**src/rtl/bin_pool_2x2.sv**
```systemverilog
// bin_pool_2x2
//   2x2, stride-2 OR-pooling (binary max-pool) over the binary feature maps
//   written by the XNOR-convolution stage. Reads images from the input SRAM
//   starting at address 0. Each image is a header word holding D, followed by
//   D row words. It writes the pooled images (header D/2, then D/2 rows) to
//   the output SRAM starting at address 0. A terminator or any invalid header
//   ends the run with a single TERM_WORD write.
//
// Ports
//   clk                      rising-edge clock
//   reset_b                  asynchronous active-low reset
//   pool_run                 start pulse, sampled only while idle
//   pool_busy                high while a run is in progress
//   pool_sram_read_address   input-SRAM read address (data returns 1 cycle later)
//   sram_pool_read_data      input-SRAM read data
//   pool_sram_write_address  output-SRAM write address
//   pool_sram_write_data     output-SRAM write data
//   pool_sram_write_enable   output-SRAM write strobe, one word per high cycle
module bin_pool_2x2 #(
  parameter int                 ADDR_W    = 12,
  parameter int                 DATA_W    = 16,
  parameter logic [DATA_W-1:0]  TERM_WORD = 16'h00FF
) (
  input  logic              clk,
  input  logic              reset_b,
  input  logic              pool_run,
  output logic              pool_busy,
  output logic [ADDR_W-1:0] pool_sram_read_address,
  input  logic [DATA_W-1:0] sram_pool_read_data,
  output logic [ADDR_W-1:0] pool_sram_write_address,
  output logic [DATA_W-1:0] pool_sram_write_data,
  output logic              pool_sram_write_enable
);

  localparam logic [2:0] IDLE  = 3'd0;
  localparam logic [2:0] HDR   = 3'd1;
  localparam logic [2:0] ROW_A = 3'd2;
  localparam logic [2:0] ROW_B = 3'd3;
  localparam logic [2:0] TERM  = 3'd4;
  localparam logic [2:0] DONE  = 3'd5;

  logic [2:0]        state_q,   state_d;
  logic [ADDR_W-1:0] rd_addr_q, rd_addr_d;
  logic [ADDR_W-1:0] wr_addr_q, wr_addr_d;
  logic [DATA_W-1:0] wr_data_q, wr_data_d;
  logic              wr_en_q,   wr_en_d;
  logic              busy_q,    busy_d;
  logic [3:0]        half_q,    half_d;
  logic [3:0]        pairs_q,   pairs_d;
  logic [DATA_W-1:0] row_a_q,   row_a_d;

  logic [4:0]        hdr_dim;
  logic              hdr_ok;
  logic [DATA_W-1:0] pooled;

  assign hdr_dim = sram_pool_read_data[4:0];
  assign hdr_ok  = (sram_pool_read_data != TERM_WORD) && !hdr_dim[0] &&
                   (hdr_dim >= 5'd2) && (hdr_dim <= 5'd16);

  // Columns at or beyond D carry no meaning, so output bits j >= D/2 are forced to 0.
  always_comb begin
    pooled = '0;
    for (int unsigned j = 0; j < DATA_W / 2; j++) begin
      pooled[j] = (j < 32'(half_q)) &
                  (row_a_q[2*j] | row_a_q[2*j+1] |
                   sram_pool_read_data[2*j] | sram_pool_read_data[2*j+1]);
    end
  end

  // The read address always runs one word ahead of the word being consumed,
  // which hides the 1-cycle SRAM latency: leaving IDLE already issues address 1
  // while the header at address 0 returns.
  always_comb begin
    state_d   = state_q;
    rd_addr_d = rd_addr_q;
    wr_addr_d = wr_addr_q + ADDR_W'(wr_en_q);
    wr_data_d = wr_data_q;
    wr_en_d   = 1'b0;
    half_d    = half_q;
    pairs_d   = pairs_q;
    row_a_d   = row_a_q;
    case (state_q)
      IDLE: begin
        rd_addr_d = '0;
        wr_addr_d = '0;
        if (pool_run) begin
          state_d   = HDR;
          rd_addr_d = ADDR_W'(1);
        end
      end
      HDR: begin
        if (hdr_ok) begin
          half_d    = hdr_dim[4:1];
          pairs_d   = hdr_dim[4:1];
          wr_en_d   = 1'b1;
          wr_data_d = DATA_W'(hdr_dim[4:1]);
          rd_addr_d = rd_addr_q + ADDR_W'(1);
          state_d   = ROW_A;
        end else begin
          state_d = TERM;
        end
      end
      ROW_A: begin
        row_a_d   = sram_pool_read_data;
        rd_addr_d = rd_addr_q + ADDR_W'(1);
        state_d   = ROW_B;
      end
      ROW_B: begin
        wr_en_d   = 1'b1;
        wr_data_d = pooled;
        rd_addr_d = rd_addr_q + ADDR_W'(1);
        pairs_d   = pairs_q - 4'd1;
        state_d   = (pairs_q == 4'd1) ? HDR : ROW_A;
      end
      TERM: begin
        wr_en_d   = 1'b1;
        wr_data_d = TERM_WORD;
        rd_addr_d = '0;
        state_d   = DONE;
      end
      DONE: begin
        rd_addr_d = '0;
        wr_addr_d = '0;
        state_d   = IDLE;
      end
      default: begin
        rd_addr_d = '0;
        wr_addr_d = '0;
        state_d   = IDLE;
      end
    endcase
    busy_d = (state_d != IDLE);
  end

  always_ff @(posedge clk or negedge reset_b) begin
    if (!reset_b) begin
      state_q   <= IDLE;
      rd_addr_q <= '0;
      wr_addr_q <= '0;
      wr_data_q <= '0;
      wr_en_q   <= 1'b0;
      busy_q    <= 1'b0;
      half_q    <= '0;
      pairs_q   <= '0;
      row_a_q   <= '0;
    end else begin
      state_q   <= state_d;
      rd_addr_q <= rd_addr_d;
      wr_addr_q <= wr_addr_d;
      wr_data_q <= wr_data_d;
      wr_en_q   <= wr_en_d;
      busy_q    <= busy_d;
      half_q    <= half_d;
      pairs_q   <= pairs_d;
      row_a_q   <= row_a_d;
    end
  end

  assign pool_busy               = busy_q;
  assign pool_sram_read_address  = rd_addr_q;
  assign pool_sram_write_address = wr_addr_q;
  assign pool_sram_write_data    = wr_data_q;
  assign pool_sram_write_enable  = wr_en_q;

endmodule

```
**config.mk**
```make
export PLATFORM = sky130hd
export DESIGN_NAME = bin_pool_2x2
export DESIGN_NICKNAME = d
export VERILOG_FILES = /design/src/rtl/bin_pool_2x2.sv
export SDC_FILE = /design/constraint.sdc
export NUM_CORES = 1
export LEC_CHECK = 0
export CAP_MARGIN = 40
export CORE_ASPECT_RATIO = 0.7
export CORE_UTILIZATION = 52
export CTS_BUF_LIST = sky130_fd_sc_hd__clkbuf_16
export DETAILED_ROUTE_END_ITERATION = 10
export GPL_ROUTABILITY_DRIVEN = 0
export PLACE_DENSITY = 0.81
export SYNTH_ARGS = -nofsm -noshare
export SYNTH_HDL_FRONTEND = slang
export SYNTH_SLANG_ARGS = --single-unit
```
**constraint.sdc**
```tcl
create_clock -name clk -period 2.6 [get_ports clk]
set_clock_uncertainty 0.1 [all_clocks]
set_input_delay 0.52 -clock clk [delete_from_list [all_inputs] [get_ports clk]]
set_output_delay 0.52 -clock clk [all_outputs]
set_load 0.01 [all_outputs]
```
-- Word-level counts from Yosys, hierarchy flattened
Cells that the tools add are included.
- magnitude comparators: 10
- multiplexer cells: 14
- div/mod/pow operators: 0
- add/sub/neg operators: 3
- reduce and logical (&&, ||, !) cells: 14
- shift-type cells: 0
- bitwise operators: 32
- equality and inequality tests: 7
- multipliers: 0
- operators by type and width (operator ; count):
    16-bit one-hot mux with 3 select lines ; 1
    12-bit one-hot mux with 3 select lines ; 1
    12-bit 2-to-1 mux ; 2
    1-bit bitwise OR ; 24
    3-bit by 4-bit less-than comparator with 1-bit output (first input constant) ; 4
    16-bit 2-to-1 mux ; 1
    16-bit by 8-bit != test with 1-bit output (second input constant) ; 1
    3-bit one-hot mux with 5 select lines ; 1
    12-bit by 1-bit adder with 12-bit output ; 1
    12-bit by 1-bit adder with 12-bit output (second input constant) ; 1
    1-bit bitwise AND ; 8
    1-bit by 4-bit less-than comparator with 1-bit output (first input constant) ; 2
    2-bit by 4-bit less-than comparator with 1-bit output (first input constant) ; 2
    4-bit one-hot mux with 2 select lines ; 1
    3-bit by 2-bit == test with 1-bit output (second input constant) ; 2
    3-bit 2-to-1 mux ; 2
    2-bit AND reduction ; 3
    3-bit nonzero test ; 2
    5-bit by 2-bit >= comparator with 1-bit output (second input constant) ; 1
    5-bit less-or-equal comparator (second input constant) ; 1
    4-bit by 1-bit == test with 1-bit output (second input constant) ; 1
    4-bit 2-to-1 mux ; 1
    2-bit OR reduction ; 2
    4-bit OR reduction ; 1
    11 further kinds ; 14
- bits in latches: 0
- input port bits: 19
- memories kept: 0
- memory bits (writable): 0
- register bits after elaboration: 69
- output and inout bits: 42
- bits in read-only memories: 0

-- Longest topological paths before layout
- depth in word-level cells: 7
- gate-level depth with buffers: 7
- depth with buffers taken out: 6

-- Least setup slack after synthesis
No wires, ideal clock.
- path type: in2reg
- from: in sram_pool_read_data[2]
- to: reg rd_addr_q[10], in the netlist pool_sram_read_address[10]
- slack: 534 ps
- arrival time: 1890 ps
- cell stages on the path: 5
- required time: 2424 ps
- library setup time: 76 ps
- cell sequence: or4_4 a311oi_4 buf_6 o31ai_2 a21oi_2
- longest elaborated chain between the ends: 5
- elaborated cells between the ends (all ways): 7
- classes of those cells: order compare: 2; eq/ne: 2; reduce/logical: 3
- ends and longest elaborated chain (what ; line ; source):
    from (decl) ; 29 ; input logic [DATA_W-1:0] sram_pool_read_data,
    parallel branches: the longest is 3 deep, another holds 5-bit by 2-bit >= comparator with 1-bit output ; n/a ;
    1-bit logical AND * ; 58 ; (hdr_dim >= 5'd2) && (hdr_dim <= 5'd16);
    2-bit != test (no line) * ; n/a ;
    to (signal assigned) ; 148 ; rd_addr_q <= rd_addr_d;
    to (decl) ; 43 ; logic [ADDR_W-1:0] rd_addr_q, rd_addr_d;
Every way passes the cells marked *.
A chain may end at the register's enable or synchronous reset.

-- Worst setup path in the final report
Ends and elaborated chain as after synthesis.

==> flow_summary_export.csv <==
group,metric,value,unit
synth,sequential_fraction_of_the_synthesis_area,49.5,%
synth,synth_flop_cell,"sky130_fd_sc_hd__dfrtp_1",
flow_run,cap_violations,0,
timing,achievable_freq,431,MHz
setup_path,criticalPathCategory,"in2reg",
setup_path,critical_path.endpoint_type,"register",
route,detail_route.drc_violations,0,
die,floorplan.initialDensity,53.8,%
grt,number_of_antenna_violations_at_the_first_check_in_global_routing,0,
die,chipWidth,94.0,um
placed_design,detailed_place_hpwl,4670,um
route,drt_wl_total,6860,um
finish,area.growth.synth_to_final,32.6,%
setup_path,worst_ep_arrival_time,2.47,ns
finish,final_util,71.3,%
pwr,p_leak,0.00171,uW
die,design.portCount,61,
clock_tree,cts.hold.buffers_added,0,
die,floorplan.die.height,66.4,um
clock_tree,tritoncts_num_sinks,61,
placed_design,pre_cts_slack,-0.0553,ns
finish,final_net_count,386,
clock_tree,cts_tree,"built",
route,detailedRoute.firstPassIterationCount,4,
timing,rsz0062_at_grt,"false",
pwr,max-vdd-ir-drop,0.545,mV
synth,synth.lib_cells_used.distinct,59,
route,drt_iter0_markers,115,
clock_tree,post-cts-setup-buffer-count,0,
synth,fraction_of_synthesized_cell_area_taken_by_the_top_area_cell_type,49.5,%
synth,ys_top_cells_by_area,"sky130_fd_sc_hd__dfrtp_1 (50%), sky130_fd_sc_hd__mux2_2 (6.2%), sky130_fd_sc_hd__nand2_1 (3.4%), sky130_fd_sc_hd__nor2_1 (2.8%), sky130_fd_sc_hd__nand3_1 (2.1%)",
placed_design,placed_cells_incl_taps,426,
finish,stdcell_count,442,
synth,syn_inst,292,
grt,grt_pass1_wl,11300,um
grt,number_of_global_route_vias_before_repair,2395,
timing,final_report_setup_violation_count,0,
timing,post-route-min-period,2.32,ns
setup_path,critical_path.startpoint_type,"input pin",
die,row_count,23,
clock_tree,post_cts_resize_count,0,
die,floorplan.die_area,0.00624,mm2
clock_tree,ctsHtreeMaxLevel,3,
clock_tree,insertion_delay,0.33,ns
clock_tree,cts-root-to-sink-buffers,2,
synth,synth.yosys.warnings,0,
finish,finalInstanceArea,0.00409,mm2
grt,grt_usage,24.5,%
placed_design,placed_cell_area,0.00378,mm2
timing,final-hold-violation-count,0,
finish,antenna_cells_inserted,0,
setup_path,critical_path_peak_fanout,17,
timing,fin_hold_ws,0.0734,ns
synth,synth_area_leader,"sky130_fd_sc_hd__dfrtp_1",
timing,worst_setup_slack_final,0.282,ns
clock_tree,clk_root_buffer_cell,"sky130_fd_sc_hd__clkbuf_16",
synth,synth_edf_count,0,
timing,layout_worst_path_cycle_share,89.1,%
timing,timing.final.max_slew_violations,0,
route,routed-via-count,2518,
route,drt-vias-per-instance,5.70,
synth,postSynthRegisterBits,61,
run_status,status,"completed",
die,coreArea,0.00573,mm2
route,drt.antenna.violating_nets,0,
clock_tree,numCtsBuffers,9,
synth,synth_area_per_cell,10.6,um2
finish,drive_gt1_share,20.7,%
timing,relSlewSlack,63.6,%
hold_path,hold_path.class,"in2async",
grt,grt_start_max_net_pins,40,
grt,grt.overflow.total,0,
route,avgRoutedWirePerCell,15.5,um
timing,worst_pin_slew,0.544,ns
clock_tree,clkTransAtPathRegs,0.05,ns
placed_design,port_buffers,52,
synth,async_reset_ff_share,100,%
synth,synthesized_cell_area,0.00308,mm2
pwr,power_density,993,mW/mm2
setup_path,worst-endpoint-required,2.75,ns
==> cells in the mapped netlist (7+ instances only) <==
cell type	n
sky130_fd_sc_hd__clkbuf_1	8
sky130_fd_sc_hd__mux2_2	17
sky130_fd_sc_hd__xor2_1	7
sky130_fd_sc_hd__a21oi_1	7
sky130_fd_sc_hd__dfrtp_1	61
sky130_fd_sc_hd__nor2_1	23
sky130_fd_sc_hd__nor3_1	7
sky130_fd_sc_hd__o21ai_0	10
sky130_fd_sc_hd__inv_1	7
sky130_fd_sc_hd__nand2_1	28
sky130_fd_sc_hd__nand3_1	13
sky130_fd_sc_hd__buf_4	8
==> worst paths after layout <==
path	slack, ns	from	endpoint	cells after the start
max in group asynchronous	1.73	reset_b	row_a_q[9]	2
min in group clk	0.40	row_a_q[10]	row_a_q[10]	1
min reg2reg	0.40	row_a_q[10]	row_a_q[10]	1
max	0.28	sram_pool_read_data[2]	pool_sram_read_address[10]	6
max reg2reg	0.64	pool_sram_read_address[0]	pool_sram_read_address[10]	5
min	0.07	reset_b	pool_sram_write_address[6]	1
==> registers in the layout, indices dropped and copies added, names as in the netlist <==
name / cells
half_q: 4
pool_busy: 1
state_q: 3
row_a_q: 16
pool_sram_read_address: 12
pool_sram_write_enable: 1
pool_sram_write_address: 12
pairs_q: 4
pool_sram_write_data: 8
==> cells by family (layout without fill, tap and decap cells) <==
kind of cell	Yosys count	count (layout)	share of synthesized area (%)
flip-flops	61	61	49.5
other	1	8	0.122
adder cells (fa/ha/maj)	5	5	2.03
AND/OR/NAND/NOR	111	111	19.0
multiplexers	19	19	6.86
XOR/XNOR	11	11	3.13
buffers and inverters	27	95	4.55
AO/OA/AOI/OAI	57	57	14.8
==> stage by stage <==
stage	total power (uW)	setup TNS, ns
after floorplan	2280	0
after global routing	4290	0
after global placement	2760	-0.0697
after CTS	4080	0
after detailed placement	2830	-0.173
final	4060	0
==> worst max-delay path, stage by stage <==
cell and delay, ns:
sky130_fd_sc_hd__clkdlybuf4s50_1 0.47, sky130_fd_sc_hd__o31ai_4 0.34, sky130_fd_sc_hd__a311oi_4 0.15, sky130_fd_sc_hd__buf_12 0.17, sky130_fd_sc_hd__or4_2 0.66, sky130_fd_sc_hd__a21oi_2 0.15
==> placed cells by master, fill, tap and decap left out, types with 3 or more instances in the layout <==
cell,n
sky130_fd_sc_hd__o21ai_2,4
sky130_fd_sc_hd__conb_1,8
sky130_fd_sc_hd__o21ai_0,10
sky130_fd_sc_hd__or4_2,3
sky130_fd_sc_hd__inv_1,8
sky130_fd_sc_hd__dfrtp_1,61
sky130_fd_sc_hd__clkbuf_16,9
sky130_fd_sc_hd__nand3_1,13
sky130_fd_sc_hd__nand4_1,5
sky130_fd_sc_hd__o41ai_1,3
sky130_fd_sc_hd__buf_4,18
sky130_fd_sc_hd__ha_1,5
sky130_fd_sc_hd__nor2_1,23
sky130_fd_sc_hd__mux2_2,17
sky130_fd_sc_hd__nand2b_1,5
sky130_fd_sc_hd__nand2_1,28
sky130_fd_sc_hd__a21oi_2,5
sky130_fd_sc_hd__nor3_1,7
sky130_fd_sc_hd__o31ai_1,4
sky130_fd_sc_hd__xnor2_1,4
sky130_fd_sc_hd__clkdlybuf4s50_1,51
sky130_fd_sc_hd__nor4_1,3
sky130_fd_sc_hd__xor2_1,7
sky130_fd_sc_hd__a311o_1,3
sky130_fd_sc_hd__or3_2,4
sky130_fd_sc_hd__and4_1,3
sky130_fd_sc_hd__a21oi_1,7
==> routing by layer <==
layer,track usage [%],vias to the layer above,part of all wire [%]
met5,0,-,0
li1,-,1194,-
met1,32.0,1226,45
met3,6.78,8,6.1
met2,38.6,90,48
met4,9.81,0,0.82
==> cell type report <==
cell class,count,area (um2)
clock inverters,7,81.3
multi-input cells,211,1440
flip-flops and latches,61,1530
repair buffers,72,691
fillers,438,1640
inverters,7,26.3
well taps,75,93.8
clock buffers,9,225
==> where the power goes <==
part	switching (uW)	total [uW]	internal, uW
sequential	250	1500	1250
combinational	655	1340	684
clock	396	1220	823
Power figures use the tool's default switching activity.
